### src/rtl/irq_gather_16.sv
// rtl/irq_gather_16.sv - 16-line interrupt gatherer with sync, edge/level pending and priority encode
//
// Ports:
//   clk, rst_n        clock (rising edge), asynchronous active-low reset
//   IN0..IN15         discrete event lines, may be asynchronous to clk
//   irq_mask[15:0]    per-line enable onto dout/irq_req
//   irq_ack, ack_id   one-cycle ack strobe and the line index it clears
//   dout[15:0]        pending & mask, bit k = INk
//   pend_raw[15:0]    pending register before masking
//   irq_req           any bit of dout set
//   irq_id[3:0]       lowest-numbered set bit of dout, 0 when none

module irq_gather_16 #(
    parameter int          SIGNAL_IN_NUM = 16,
    parameter int          SYNC_STAGES   = 2,
    parameter logic [15:0] EDGE_MASK     = 16'hFFFF
) (
    input  logic        clk,
    input  logic        rst_n,
    input  logic        IN0,
    input  logic        IN1,
    input  logic        IN2,
    input  logic        IN3,
    input  logic        IN4,
    input  logic        IN5,
    input  logic        IN6,
    input  logic        IN7,
    input  logic        IN8,
    input  logic        IN9,
    input  logic        IN10,
    input  logic        IN11,
    input  logic        IN12,
    input  logic        IN13,
    input  logic        IN14,
    input  logic        IN15,
    input  logic [15:0] irq_mask,
    input  logic        irq_ack,
    input  logic [3:0]  ack_id,
    output logic [15:0] dout,
    output logic [15:0] pend_raw,
    output logic        irq_req,
    output logic [3:0]  irq_id
);

    if (SIGNAL_IN_NUM != 16) begin : g_bad_num
        $error("irq_gather_16: SIGNAL_IN_NUM must be 16");
    end
    if (SYNC_STAGES < 0 || SYNC_STAGES > 3) begin : g_bad_sync
        $error("irq_gather_16: SYNC_STAGES must be 0..3");
    end

    logic [15:0] in_vec;
    logic [15:0] s;
    logic [15:0] prev_q;
    logic [15:0] pend_q;
    logic [15:0] pend_d;
    logic [15:0] rise;
    logic [15:0] clr;

    assign in_vec = {IN15, IN14, IN13, IN12, IN11, IN10, IN9, IN8,
                     IN7,  IN6,  IN5,  IN4,  IN3,  IN2,  IN1, IN0};

    if (SYNC_STAGES == 0) begin : g_nosync
        assign s = in_vec;
    end else begin : g_sync
        logic [15:0] sync_q [SYNC_STAGES];

        always_ff @(posedge clk or negedge rst_n) begin
            if (!rst_n) begin
                for (int i = 0; i < SYNC_STAGES; i++) begin
                    sync_q[i] <= '0;
                end
            end else begin
                sync_q[0] <= in_vec;
                for (int i = 1; i < SYNC_STAGES; i++) begin
                    sync_q[i] <= sync_q[i-1];
                end
            end
        end

        assign s = sync_q[SYNC_STAGES-1];
    end

    assign rise = s & ~prev_q;
    assign clr  = irq_ack ? (16'h0001 << ack_id) : 16'h0000;

    // Edge lines: the rise term is OR-ed after the clear so a rise coinciding
    // with an ack of the same bit keeps the bit pending. Level lines ignore ack.
    always_comb begin
        pend_d = (EDGE_MASK & ((pend_q & ~clr) | rise)) | (~EDGE_MASK & s);
    end

    always_ff @(posedge clk or negedge rst_n) begin
        if (!rst_n) begin
            prev_q <= '0;
            pend_q <= '0;
        end else begin
            prev_q <= s;
            pend_q <= pend_d;
        end
    end

    assign pend_raw = pend_q;
    assign dout     = pend_q & irq_mask;
    assign irq_req  = |dout;

    // Scan from the top down so the lowest set index is the last write.
    always_comb begin
        irq_id = 4'd0;
        for (int k = 15; k >= 0; k--) begin
            if (dout[k]) begin
                irq_id = 4'(k);
            end
        end
    end

endmodule

### config.mk
export PLATFORM = sky130hd
export DESIGN_NAME = irq_gather_16
export DESIGN_NICKNAME = d
export VERILOG_FILES = /design/src/rtl/irq_gather_16.sv
export SDC_FILE = /design/constraint.sdc
export NUM_CORES = 1
export LEC_CHECK = 0
export ABC_CLOCK_PERIOD_IN_PS = 1850
export BUFFER_PORTS_ARGS = -buffer_cell sky130_fd_sc_hd__buf_4
export CAP_MARGIN = 20
export CORE_AREA = 2 2 77 79
export DETAILED_ROUTE_END_ITERATION = 16
export DIE_AREA = 0 0 79 81
export GPL_TIMING_DRIVEN = 0
export SLEW_MARGIN = 15
export SYNTH_ARGS = -nofsm -noshare
export SYNTH_HDL_FRONTEND = slang
export SYNTH_SLANG_ARGS = --single-unit
### constraint.sdc
create_clock -name clk -period 1.85 [get_ports clk]
set_input_delay 0.185 -clock clk [delete_from_list [all_inputs] [get_ports clk]]
set_output_delay 0.185 -clock clk [all_outputs]
set_load 0.01 [all_outputs]
==> results of run 1 <==
==> cell usage in the layout (no fill, tap or decap), types with 3 or more instances in the layout <==
cell,Yosys,layout
clkbuf_8,0,9
dfrtp_1,64,64
dlygate4sd3_1,0,17
and2_1,3,3
inv_1,26,26
nor2_1,3,3
clkinv_2,0,5
nand2_2,2,6
o21ai_0,33,32
nand2_1,13,9
buf_4,0,81
==> stage by stage <==
step / std cells / hold slack [ns] / util (%)
finish: 363 / 0.265 / 57.3
global route: 363 / 0.290 / 57.3
CTS: 361 / 0.252 / 56.7
detailed placement: 323 / 0.295 / 49.7
global placement: 323 / 0.294 / 49.7
floorplan: 173 / -0.111 / -
==> routing by layer <==
layer	wire [um]	global-route usage, %	up-vias	part of all wire (%)
met4	85	7.76	0	1.9
met5	0	0	-	0
met2	2120	22.5	60	48
met1	1880	18.5	720	43
li1	-	-	794	-
met3	316	4.78	6	7.2
==> critical path, cell delays in order, from the launching register on <==
cell,delay (ns)
dfrtp_1,0.41
nand2_2,0.11
inv_2,0.04
or4_4,0.51
o221a_1,0.24
buf_6,0.12
==> power breakdown <==
| part | switching [uW] | internal, uW | total [uW] |
|---|---|---|---|
| Combinational | 166 | 196 | 362 |
| Clock | 493 | 609 | 1100 |
| Sequential | 37.4 | 1470 | 1510 |
==> sequential cells by signal, indices dropped and copies added (netlist names) <==
register / flops
s: 16
prev_q: 16
g_sync.sync_q: 16
pend_raw: 16
==> kinds of logic (layout without fill, tap and decap cells) <==
kind of cell	count (synthesis)	in the layout	share of synthesized area (%)
AND/OR/NAND/NOR	36	36	8.73
buffers and inverters	28	143	4.85
flip-flops	64	64	74.0
AO/OA/AOI/OAI	45	45	12.4
==> worst max path at each step <==
stage | slack, ns | start | cells after the start | endpoint
detailed placement | 0.23 | pend_raw[5]$_DFF_PN0_ | 5 | irq_id[0]
global route | -0.15 | pend_raw[5]$_DFF_PN0_ | 5 | irq_id[0]
CTS | -0.11 | pend_raw[5]$_DFF_PN0_ | 5 | irq_id[0]
floorplan | 0.33 | pend_raw[9]$_DFF_PN0_ | 4 | irq_id[1]
finish | -0.09 | pend_raw[5]$_DFF_PN0_ | 5 | irq_id[0]
global placement | 0.24 | pend_raw[5]$_DFF_PN0_ | 5 | irq_id[0]
==> layout make-up <==
class / instances / area, um2
clock buffer: 9 / 124
clock inverter: 7 / 62.6
fill: 491 / 2420
inverter: 28 / 105
multi-input combinational: 81 / 477
sequential: 64 / 1600
tap: 75 / 93.8
timing repair buffer: 99 / 790
==> what timing repair did <==
action	CTS	global route
buffers inserted	5	2
gates resized for setup	2	6
hold buffers	17	0
cloned	0	0
pin swaps	5	4
endpoints found under the hold margin	80	0
endpoints found under the setup margin	2	2
==> results.cfg, run 1 <==
[outcome]
status = finished, violations left
violations = setup timing

[placed_design]
post-place-ws_ns = 0.230
dpl_cell_area_um2 = 2820
dp_hpwl_um = 3130
portBuffers = 75
place.gp.congestion = 0.715

[finish]
diodes = 0
area_delta_synth_final_pct = 50.3
drive_gt1_share_pct = 38.5
final_area_um2 = 3250
fin_nets = 322

[sta]
period_needed_ns = 1.94
relSlewSlack_pct = 49.0
worst_slack_ns = -0.0878
fmax_mhz = 516
rsz0062_at_grt = true
fin_crit_sh_pct = 105
tightest_slew_ns = 0.765
setup_viol = 2
slew_violations = 0
hold_viol = 0
tns_ns = -0.0933
clock_skew_ns = 0.00707

[clock_tree]
clkTransAtPathRegs_ns = 0.07
clock_latency_ns = 0.33
cts_buffers = 9
cts_tree = built
cts_root_buf = clkbuf_8
clock_path_buffers = 2
h-tree-depth = 3
numClockSinks = 64

[yosys]
yosysWarningCount = 0
ys.flop_type = dfrtp_1
yosys.area.top_type = dfrtp_1
synth_area_leaders = dfrtp_1 74%, o21ai_0 7.6%, inv_1 4.5%
ys_seq_area_share_pct = 74.0
synth_top_area_share_pct = 74.0
ys_seq_elements = 64
postSynthAreaPerCell_um2 = 12.5
yosysUniqueCellTypes = 28
synth_fp_nets = 212
synth_most_common_cell = dfrtp_1
synth-edff-count = 0
synth_commonest_cells = 64 x dfrtp_1, 33 x o21ai_0, 26 x inv_1
syn_area_um2 = 2160
async_reset_ff_share_pct = 100
synthCells = 173

[critical_path]
cp.arrival_ns = 1.75
rr_worst_depth = 3
end_kind = output port
required_ns = 1.66
startpoint_type = register
r2r-start = pend_raw[15]$_DFF_PN0_
reg2reg_to = pend_raw[15]$_DFF_PN0_
worstPathMaxFanout = 3
criticalPathCategory = reg2out
r2r_setup_slack_ns = 0.98

[global_route]
grt_pass1_wl_um = 6840
grt_max_degree = 65
antenna_found_initial = 0
track_usage_pct = 14.6
grt_pass1_vias = 1448
grt-ovfl-total = 0

[min_path]
hold_path.class = in2reg
holdCritStartpoint = ack_id[3]
holdPathEnd = pend_raw[4]$_DFF_PN0_
min_path_cells = 4

[power_and_ir_drop]
total_power_uw = 2970
power_per_cell_area_nw_per_um2 = 914
cellLeakagePower_uw = 0.00157
max-vdd-ir-drop_mv = 0.530

[floorplan]
row_count = 28
pin_count = 76
core_area_um2 = 5680
start_util_pct = 38.1
dieArea_um2 = 6400
die_x_um = 79
die_h_um = 81

[route]
avgViaCountPerCell = 4.35
drt_wl_total_um = 4400
ant_nets = 0
vias = 1580
routedWlPerCell_um = 12.1
drcViolationCount = 0
drt_iter0_markers = 80
first_pass_iters = 4

[run]
cap_viol_max_count = 0
(Power assumes the default switching activity.)
==> run 2: changes to the inputs <==
SETUP_SLACK_MARGIN = 0.02   (was unset)
==> run 2 against run 1 <==
Compared with the run above:
- the run still ends with setup timing left
- combinational power about the same
- sequential power about the same
- hold slack about the same
- global-route usage unchanged
- worst setup slack hardly changed
- clock power about the same
- utilization up 0.088 points
- sequential share of layout area decreased by 0.076 points
- clock skew stayed put
- critical path type unchanged
- largest cell class unchanged
==> results.cfg, run 2 (synthesized netlist as in run 1, its figures left out) <==
[critical_path]
worstPathMaxFanout = 3
reg2reg_to = pend_raw[15]$_DFF_PN0_
rr_worst_depth = 3
crit_start = pend_raw[5]$_DFF_PN0_
r2r_setup_slack_ns = 0.98
end_kind = output port
cp.arrival_ns = 1.75
startpoint_type = register
crit_end = irq_id[0]
r2r-start = pend_raw[15]$_DFF_PN0_
criticalPathCategory = reg2out
required_ns = 1.66

[power_and_ir_drop]
power_per_cell_area_nw_per_um2 = 913
cellLeakagePower_uw = 0.00157
total_power_uw = 2980
max-vdd-ir-drop_mv = 0.531

[finish]
layout_common_cells = 81 x buf_4, 64 x dfrtp_1, 32 x o21ai_0
fin_nets = 322
mostFrequentLayoutCell = buf_4
diodes = 0
multi_input_area_um2 = 482
drive_gt1_share_pct = 38.9
area_delta_synth_final_pct = 50.5
final_area_um2 = 3260
fill_cells = 490
seq_area_um2 = 1600

[clock_tree]
cts_tree = built
cts_root_buf = clkbuf_8
clock_latency_ns = 0.33
numClockSinks = 64
clkTransAtPathRegs_ns = 0.07
h-tree-depth = 3
clock_path_buffers = 2
cts_buffers = 9

[floorplan]
row_count = 28
die_h_um = 81
start_util_pct = 38.1
core_area_um2 = 5680
dieArea_um2 = 6400
die_x_um = 79
pin_count = 76

[sta]
worst_slack_ns = -0.0877
whs_ns = 0.265
fin_crit_sh_pct = 105
rsz0062_at_grt = true
relSlewSlack_pct = 48.8
clock_skew_ns = 0.00707
fmax_mhz = 516
hold_viol = 0
slew_violations = 0
tightest_slew_ns = 0.769
period_needed_ns = 1.94
setup_viol = 2

[global_route]
grt_max_degree = 65
grt_pass1_vias = 1448
top_usage_layer = met2
grt_pass1_wl_um = 6840
antenna_found_initial = 0
grt-ovfl-total = 0
grt_use_met2_pct = 22.5
track_usage_pct = 14.6
grt_use_met1_pct = 18.5
use_met3_pct = 4.78

[run]
cap_viol_max_count = 0

[outcome]
violations = setup timing
status = finished, violations left

[route]
drt_iter0_markers = 86
first_pass_iters = 4
routedWlPerCell_um = 12.2
drt_wl_total_um = 4430
avgViaCountPerCell = 4.36
vias = 1583
drcViolationCount = 0
ant_nets = 0

[placed_design]
place.gp.congestion = 0.715
dpl_cell_area_um2 = 2820
dp_hpwl_um = 3130
portBuffers = 75

[min_path]
hold_path.class = in2reg
[run 2: cell counts in the layout (fill, tap and decap cells not counted)]
No cell type changed its count.
[run 2: what timing repair did]
| item | 4_1_cts | 5_1_grt |
|---|---|---|
| setup endpoints to repair | 2 | 4 |
| hold buffers | 17 | 0 |
| setup buffers | 5 | 2 |
| hold endpoints to repair | 80 | 0 |
| pin swaps | 5 | 4 |
| gates resized for setup | 2 | 7 |
| gates cloned | 0 | 0 |
[run 2: metrics by stage]
| stage | std cells | TNS [ns] | utilization (%) | worst slack [ns] |
|---|---|---|---|---|
| after floorplan | 173 | 0 | - | 0.327 |
| after global placement | 323 | 0 | 49.7 | 0.244 |
| after detailed placement | 323 | 0 | 49.7 | 0.230 |
| after CTS | 361 | -0.140 | 56.7 | -0.109 |
| after global routing | 363 | -0.249 | 57.4 | -0.153 |
| final | 363 | -0.0985 | 57.4 | -0.0877 |
[run 2: worst min-delay path by stage]
stage / from / to / slack [ns] / cells past startpoint
4_1_cts: ack_id[1] / pend_raw[4]$_DFF_PN0_ / 0.25 / 4
2_1_floorplan: rst_n / g_sync.sync_q[16]$_DFF_PN0_ / -0.11 / 0
3_3_place_gp: IN13 / g_sync.sync_q[29]$_DFF_PN0_ / 0.29 / 1
3_5_place_dp: IN4 / g_sync.sync_q[20]$_DFF_PN0_ / 0.30 / 1
6_report: ack_id[3] / pend_raw[4]$_DFF_PN0_ / 0.27 / 4
5_1_grt: ack_id[1] / pend_raw[1]$_DFF_PN0_ / 0.29 / 4
[run 2: cell type report]
class / instances / share of cell area (%)
sequential: 64 / 49.2
multi-input combinational: 81 / 14.8
clock inverter: 7 / 1.92
inverter: 28 / 3.23
clock buffer: 9 / 3.80
timing repair buffer: 99 / 24.2
tap: 75 / 2.88
[run 2: worst max-delay path: stages, from the launching register on]
cell	delay (ns)
dfrtp_1	0.41
nand2_2	0.11
inv_2	0.04
or4_4	0.51
o221a_1	0.24
buf_6	0.12
[run 2: layer usage]
metal	up-vias	wire length, um	part of all wire (%)
met4	0	85	1.9
met2	60	2120	48
met1	721	1900	43
met3	6	319	7.2
li1	796	-	-
met5	-	0	0
[run 2: power by group]
| group | internal [uW] | leakage, uW | switching (uW) |
|---|---|---|---|
| logic | 196 | 0.000760 | 168 |
| registers | 1470 | 0.000708 | 37.4 |
| clock network | 609 | 0.0000985 | 493 |
==> run 3: changes to the inputs <==
PLACE_DENSITY = 0.62   (was unset)
==> run 3 against run 2 <==
Compared with the run above:
- the run still ends with setup timing left
- utilization grew 1.7 points
- clock power up 12%
- worst setup slack gained 0.023 ns
- cell count rose by 1.9%
- via count up 4.1%
- critical path depth is 1 lower
- clock skew decreased by 0.0021 ns
- largest power group unchanged
- sequential power about the same
- flip-flop and latch count stayed put
- register-to-register slack lost 0.05 ns
- design area up 2.9%
- combinational power increased by 6.0%
==> results.cfg, run 3 (synthesized netlist as in run 1, its figures left out) <==
[clock_tree]
numClockSinks = 64
h-tree-depth = 3
cts_root_buf = clkbuf_8
cts_buffers = 9
clock_path_buffers = 2
cts_tree = built
clock_latency_ns = 0.32
clkTransAtPathRegs_ns = 0.06

[finish]
layout_common_cells = 88 x buf_4, 64 x dfrtp_1, 32 x o21ai_0
fill_cells = 474
fin_nets = 329
drive_gt1_share_pct = 40.7
area_delta_synth_final_pct = 54.9
finalNonFillerCells = 370
diodes = 0
final_area_um2 = 3350
mostFrequentLayoutCell = buf_4

[critical_path]
cpMaxStageDelayCell = or4_4
crit_family = simple AND/OR/NAND/NOR gates
worstPathCellList = and2_4 > or4_4 > o221a_1 > buf_6
cp.arrival_ns = 1.73
end_kind = output port
slowest_delay_ns = 0.49
startpoint_type = register
criticalPathCategory = reg2out
required_ns = 1.66
cp_num_buf_inv = 1
worstPathMaxFanout = 4

[power_and_ir_drop]
cellLeakagePower_uw = 0.00161
power_frac_seq_pct = 48.3
clkPwrFrac_pct = 39.3
internal_power_uw = 2450
p_sw_uw = 673
pwr-share-comb_pct = 12.4
swShare_pct = 21.5
power_per_cell_area_nw_per_um2 = 931
total_power_uw = 3120
max-vdd-ir-drop_mv = 0.511

[sta]
whs_ns = 0.284
rsz0062_at_grt = true
clock_skew_ns = 0.00495
worst_slack_ns = -0.0650
tns_ns = -0.0745
tightest_slew_ns = 0.747
hold_viol = 0
setup_viol = 2
fin_crit_sh_pct = 104
period_needed_ns = 1.91
slew_violations = 0
relSlewSlack_pct = 50.2
fmax_mhz = 522

[global_route]
grt_pass1_wl_um = 6950
grt_max_degree = 65
antenna_found_initial = 0
grt-ovfl-total = 0
grt_pass1_vias = 1496
track_usage_pct = 14.7

[route]
ant_nets = 0
drt_iter0_markers = 86
vias = 1648
drcViolationCount = 0
avgViaCountPerCell = 4.45
drt_wl_total_um = 4560
routedWlPerCell_um = 12.3
first_pass_iters = 4

[min_path]
hold_path.class = in2reg

[run]
cap_viol_max_count = 0

[placed_design]
place.gp.congestion = 0.711
dp_hpwl_um = 3140
portBuffers = 75
dp_cells = 323
dpl_cell_area_um2 = 2820

[floorplan]
start_util_pct = 38.1
core_area_um2 = 5680
die_h_um = 81
row_count = 28
pin_count = 76
dieArea_um2 = 6400
die_x_um = 79

[outcome]
violations = setup timing
status = finished, violations left
[run 3: cell types whose count changed in the layout (fill, tap and decap cells not counted), sizes merged]
cell | before | now
clkinv | 6 | 2
clkbuf | 9 | 14
clkinvlp | 1 | 0
buf | 82 | 89
[run 3: metrics by stage]
stage	utilization [%]	setup slack [ns]
2_1_floorplan	-	0.327
3_3_place_gp	49.7	0.246
3_5_place_dp	49.7	0.222
4_1_cts	58.2	-0.0895
5_1_grt	59.1	-0.158
6_report	59.1	-0.0650
[run 3: cell type report]
class                           instances  area, um2  share of cell area [%]
Clock buffer                           14        183                    5.45
Clock inverter                          2       35.0                    1.04
Inverter                               28        105                    3.13
Multi-Input combinational cell         81        493                    14.7
Sequential cell                        64       1600                    47.8
Tap cell                               75       93.8                    2.80
Timing Repair Buffer                  106        842                    25.1
[run 3: what timing repair did]
item                                   4_1_cts  5_1_grt
setup endpoints to repair                    2        4
pin swaps                                    8        6
buffers inserted                            11        3
endpoints found under the hold margin       80        0
gates resized for setup                      4        7
hold buffers                                17        0
[run 3: power groups by stage]
stage          clock network, uW  logic [uW]  registers, uW
2_1_floorplan                  0         108           1540
3_3_place_gp                   0         310           1530
3_5_place_dp                   0         314           1540
4_1_cts                     1270         372           1510
5_1_grt                     1320         426           1520
6_report                    1230         386           1510
[run 3: worst register-to-register path, cell delays in order (launching register included)]
cell     delay, ns
dfrtp_1       0.38
buf_4         0.14
buf_4         0.13
o21ai_0       0.06
o21ai_0       0.10
[run 3: worst paths after layout]
path                                             start                      to  slack, ns  depth (start not counted)
hold / removal                               ack_id[2]   pend_raw[8]$_DFF_PN0_       0.28                          4
setup / recovery                 pend_raw[9]$_DFF_PN0_               irq_id[0]      -0.06                          4
hold reg to reg            g_sync.sync_q[20]$_DFF_PN0_          s[4]$_DFF_PN0_       0.35                          0
setup reg to reg                pend_raw[12]$_DFF_PN0_  pend_raw[12]$_DFF_PN0_       0.93                          4
max in group asynchronous                        rst_n          s[3]$_DFF_PN0_       0.88                          2
min in group asynchronous                        rst_n  pend_raw[14]$_DFF_PN0_       0.47                          2
[run 3: metal layers]
metal | global-route usage (%) | part of all wire (%) | vias to the layer above | wire [um]
met2 | 23.6 | 50 | 61 | 2280
met3 | 4.00 | 7.3 | 2 | 334
met5 | 0 | 0 | - | 0
met1 | 17.8 | 42 | 768 | 1900
met4 | 9.31 | 0.92 | 0 | 42
li1 | - | - | 817 | -
